$ cat src/rtl/sr_cmd_driver.sv
// Command driver for a downstream master-slave SR latch: pulses S or R per command,
// waits for the latch to settle, then checks the Q feedback against the expected value.
module sr_cmd_driver #(
  parameter int unsigned HOLD_CYC   = 2,
  parameter int unsigned SETTLE_CYC = 2
) (
  input  logic       CLK,
  input  logic       RST,
  input  logic       CMD_VALID,
  input  logic [1:0] CMD_OP,
  output logic       CMD_READY,
  input  logic       Q_FB,
  output logic       S,
  output logic       R,
  output logic       BUSY,
  output logic       DONE,
  output logic       ERR,
  output logic [7:0] CMD_CNT
);

  localparam logic [3:0] HoldLast   = 4'(HOLD_CYC - 1);
  localparam logic [3:0] SettleLast = 4'(SETTLE_CYC - 1);

  typedef enum logic [1:0] {StIdle, StDrive, StSettle, StCheck} state_e;

  state_e     r_state, w_state_d;
  logic [3:0] r_cnt, w_cnt_d;
  logic       r_exp, w_exp_d;
  logic       r_s, r_r, r_done, r_err;
  logic [7:0] r_cmd_cnt;
  logic       w_accept;
  logic       w_s_d, w_r_d, w_done_d, w_err_d;
  logic [7:0] w_cmd_cnt_d;

  assign w_accept = CMD_VALID && CMD_READY;

  always_ff @(posedge CLK) begin
    if (RST) begin
      r_state   <= StIdle;
      r_cnt     <= 4'd0;
      r_exp     <= 1'b0;
      r_s       <= 1'b0;
      r_r       <= 1'b0;
      r_done    <= 1'b0;
      r_err     <= 1'b0;
      r_cmd_cnt <= 8'd0;
    end else begin
      r_state   <= w_state_d;
      r_cnt     <= w_cnt_d;
      r_exp     <= w_exp_d;
      r_s       <= w_s_d;
      r_r       <= w_r_d;
      r_done    <= w_done_d;
      r_err     <= w_err_d;
      r_cmd_cnt <= w_cmd_cnt_d;
    end
  end

  always_comb begin
    w_state_d = r_state;
    w_cnt_d   = r_cnt;
    w_exp_d   = r_exp;
    unique case (r_state)
      StIdle: begin
        if (w_accept) begin
          w_cnt_d = 4'd0;
          unique case (CMD_OP)
            2'b00: begin w_exp_d = Q_FB;  w_state_d = StCheck; end
            2'b01: begin w_exp_d = 1'b1;  w_state_d = StDrive; end
            2'b10: begin w_exp_d = 1'b0;  w_state_d = StDrive; end
            2'b11: begin w_exp_d = ~Q_FB; w_state_d = StDrive; end
            default: w_state_d = StIdle;
          endcase
        end
      end
      StDrive: begin
        if (r_cnt == HoldLast) begin
          w_cnt_d   = 4'd0;
          w_state_d = StSettle;
        end else begin
          w_cnt_d = r_cnt + 4'd1;
        end
      end
      StSettle: begin
        if (r_cnt == SettleLast) begin
          w_cnt_d   = 4'd0;
          w_state_d = StCheck;
        end else begin
          w_cnt_d = r_cnt + 4'd1;
        end
      end
      StCheck: w_state_d = StIdle;
      default: w_state_d = StIdle;
    endcase
  end

  // S/R/DONE are registered from the next state so they line up with the state they describe;
  // S and R are qualified by complementary values of w_exp_d, so they cannot both be high.
  always_comb begin
    CMD_READY   = (r_state == StIdle) && !RST;
    BUSY        = (r_state != StIdle);
    w_s_d       = (w_state_d == StDrive) && w_exp_d;
    w_r_d       = (w_state_d == StDrive) && !w_exp_d;
    w_done_d    = (w_state_d == StCheck);
    w_err_d     = r_err || ((r_state == StCheck) && (Q_FB != r_exp));
    w_cmd_cnt_d = (r_state == StCheck) ? r_cmd_cnt + 8'd1 : r_cmd_cnt;
  end

  assign S       = r_s;
  assign R       = r_r;
  assign DONE    = r_done;
  assign ERR     = r_err;
  assign CMD_CNT = r_cmd_cnt;

endmodule

$ cat config.mk
export PLATFORM = sky130hd
export DESIGN_NAME = sr_cmd_driver
export DESIGN_NICKNAME = d
export VERILOG_FILES = /design/src/rtl/sr_cmd_driver.sv
export SDC_FILE = /design/constraint.sdc
export NUM_CORES = 1
export LEC_CHECK = 0
export CAP_MARGIN = 20
export CORE_UTILIZATION = 44
export DETAILED_ROUTE_END_ITERATION = 7
export GPL_TIMING_DRIVEN = 0
export HOLD_SLACK_MARGIN = 0.02
export PLACE_DENSITY_LB_ADDON = 0.08
export RECOVER_POWER = 100
export SYNTH_ARGS = -nofsm -noshare
export SYNTH_HDL_FRONTEND = slang
export SYNTH_SLANG_ARGS = --single-unit
$ cat constraint.sdc
create_clock -name CLK -period 1.5 [get_ports CLK]
set_input_delay 0.375 -clock CLK [delete_from_list [all_inputs] [get_ports CLK]]
set_output_delay 0.375 -clock CLK [all_outputs]
set_load 0.05 [all_outputs]
==> results of run 1 <==
## cell type report
type,count,area (µm²),share of cell area (%)
buffer,3,22.5,1.83
inverter,6,31.3,2.55
tap,27,33.8,2.75
timing repair buffer,22,168,13.7
clock buffer,4,26.3,2.14
multi-input combinational,73,557,45.4
sequential,19,389,31.7
## flip-flops by register name, summed over array words and instances (netlist names)
register  count
CMD_CNT       8
r_cnt         4
r_state       2
DONE          1
ERR           1
R             1
S             1
r_exp         1
## kinds of logic after synthesis
| logic type | synth area share (%) |
|---|---|
| AND/OR/NAND/NOR | 22.4 |
| buffers and inverters | 4.47 |
| flip-flops | 40.0 |
| XOR/XNOR | 7.37 |
| AO/OA/AOI/OAI | 10.9 |
| multiplexers | 4.34 |
| adder cells (fa/ha/maj) | 10.5 |
## critical path: cells and delay by family, from the launching register on
family | cells | cell delay [ns]
buffers and inverters | 3 | 0.34
DFF | 1 | 0.37
adders and majority gates | 1 | 0.15
and+or+nand+nor | 1 | 0.09
## cells in the mapped netlist (2+ instances only)
library cell | n | area (µm²)
nor2_1 | 19 | 71.3
mux2i_1 | 3 | 30.0
xor2_1 | 7 | 61.3
nand4_1 | 2 | 12.5
inv_1 | 6 | 22.5
nand3_1 | 5 | 25.0
a21oi_1 | 4 | 20.0
dfxtp_1 | 19 | 380
nor3b_2 | 2 | 25.0
ha_1 | 8 | 100
nand2_1 | 4 | 15.0
## what timing repair did
item,CTS,global route
hold buffers,0,0
gates resized for setup,55,14
pin swaps,2,0
buffers inserted,4,0
setup endpoints to repair,18,21
## routing by layer
| layer | GRT usage (%) | part of all wire (%) |
|---|---|---|
| met4 | 5.88 | 0.45 |
| met3 | 3.77 | 3.5 |
| met2 | 28.9 | 49 |
| met1 | 22.6 | 47 |
| met5 | 0 | 0 |
## path summary, 6_finish.rpt
path                to  cells after the start
max          CMD_READY                      5
min           r_cnt[1]                      2
max reg2reg          R                      6
min reg2reg        ERR                      2
## report_power, final
| group | internal (mW) | total (mW) | leakage (nW) | switching [mW] |
|---|---|---|---|---|
| Sequential | 0.578 | 0.626 | 0.156 | 0.0478 |
| Clock | 0.104 | 0.259 | 0.0150 | 0.156 |
| Combinational | 0.311 | 0.808 | 0.338 | 0.497 |
## per-stage QoR
stage / hold slack [ns] / utilization, % / power, mW
2_1_floorplan: 0.459 / - / 1.23
6_report: 0.272 / 61.3 / 1.69
3_3_place_gp: 0.450 / 59.5 / 1.40
3_5_place_dp: 0.464 / 59.5 / 1.42
5_1_grt: 0.263 / 61.3 / 1.81
4_1_cts: 0.262 / 62.9 / 1.73
==> results_dict.tcl, run 1 <==
set metrics [dict create \
    relSlewSlack_pct 67.6 \
    layout_common_cells "18 x nor2_1, 16 x dfxtp_1, 7 x xor2_1, 7 x ha_1, 7 x clkbuf_2" \
    root_buffer "clkbuf_4" \
    worstMarginPinSlew_ns 0.486 \
    fin_area_mm2 0.00123 \
    worst_path_largest_cell_delay_ns 0.37 \
    ys_warn_count 0 \
    drc 0 \
    rows 16 \
    seq_area_frac_synth_pct 40.0 \
    synthCells 101 \
    worstSetupEndpointType "primary output" \
    dp_slack_ns -0.559 \
    die_area_mm2 0.00235 \
    ys_types 33 \
    antenna_cells 0 \
    cpMaxStageDelayCell "dfxtp_4" \
    crit_path_cell_trace "inv_4, ha_4, clkinvlp_4, nor2_4, buf_6" \
    failed_checks "setup timing" \
    r2r_start "r_cnt[1]" \
    routedWlPerCell_um 11.6 \
    track_usage_pct 17.5 \
    clk_pin_slew_worst_paths_ns 0.11 \
    drive_gt1_share_pct 30.7 \
    hpwl_um 1260 \
    critical_path_class "flip-flop to primary output" \
    holdCritPathClass "input pin to flip-flop" \
    design.core.area_mm2 0.00200 \
    outcome "finished with violations" \
    cts_made_buffers 3 \
    num_vias 764 \
    rsz0062_at_grt "true" \
    htree_num_levels 1 \
    area_growth_pct 29.1 \
    hold_path.startpoint "RST" \
    postSynthAreaPerCell_um2 9.41 \
    antenna_found_initial 0 \
    grt_start_max_net_pins 11 \
    worst_skew_pair.late_latency_ns 0.29 \
    hold_violations 0 \
    startpoint "r_state[0]" \
    nets 142 \
    final.setup_skew_ns 0.00280 \
    cp.required_ns 1.12 \
    place.gp.congestion 0.727 \
    reg2reg_slack_ns -0.05 \
    leakage_nw 0.508 \
    die_y_um 48.5 \
    syn_area_um2 951 \
    drt-initial-drc-count 8 \
    path_max_fanout 3 \
    final_common_cell "nor2_1" \
    slew_viol_final 0 \
    postRouteAntennaNets 0 \
    via_per_inst 4.96 \
    stdcell_count 154 \
    vdd_drop_max_mv 0.916 \
    num_io_pins 20 \
    placed_area_mm2 0.00119 \
    cts.sinks 19 \
    grt_overflow 0 \
    ys_ff_latch 19 \
    dr.pass1.iters 2 \
    grt_pass1_vias 745 \
    dp.cells 146 \
    power.density_mw_per_mm2 1380 \
    n_fill_cell 181 \
    min_period_ns 1.61 \
    syn_nets 115 \
    tns_ns -0.457 \
    portBuffers 18 \
    setup.worst_path.start_class "flip-flop" \
    synth_edf_count 0 \
    fin_crit_sh_pct 108 \
    cts_tree "yes" \
    synth_flop_cell "dfxtp_1" \
    clock.fmax_ghz 0.620 \
    worst_slack_ns -0.113 \
    async_reset_ff_share_pct 0 \
    arrival_ns 1.24 \
    cap_violations 0 \
    cts_max_path_buffers 2 \
    grt_pass1_wl_um 3250 \
    initial_core_util_pct 47.5 \
    routed_wl_um 1780 \
    die_w_um 48.5 \
    setup_viol 8 \
]
Note: power is estimated with default switching activity, not from simulation.
==> run 2: changes to the inputs <==
- HOLD_SLACK_MARGIN: 0.02 -> 0.05
==> results of run 2 <==
Final layout, timing and power as in run 1 (identical DEF).
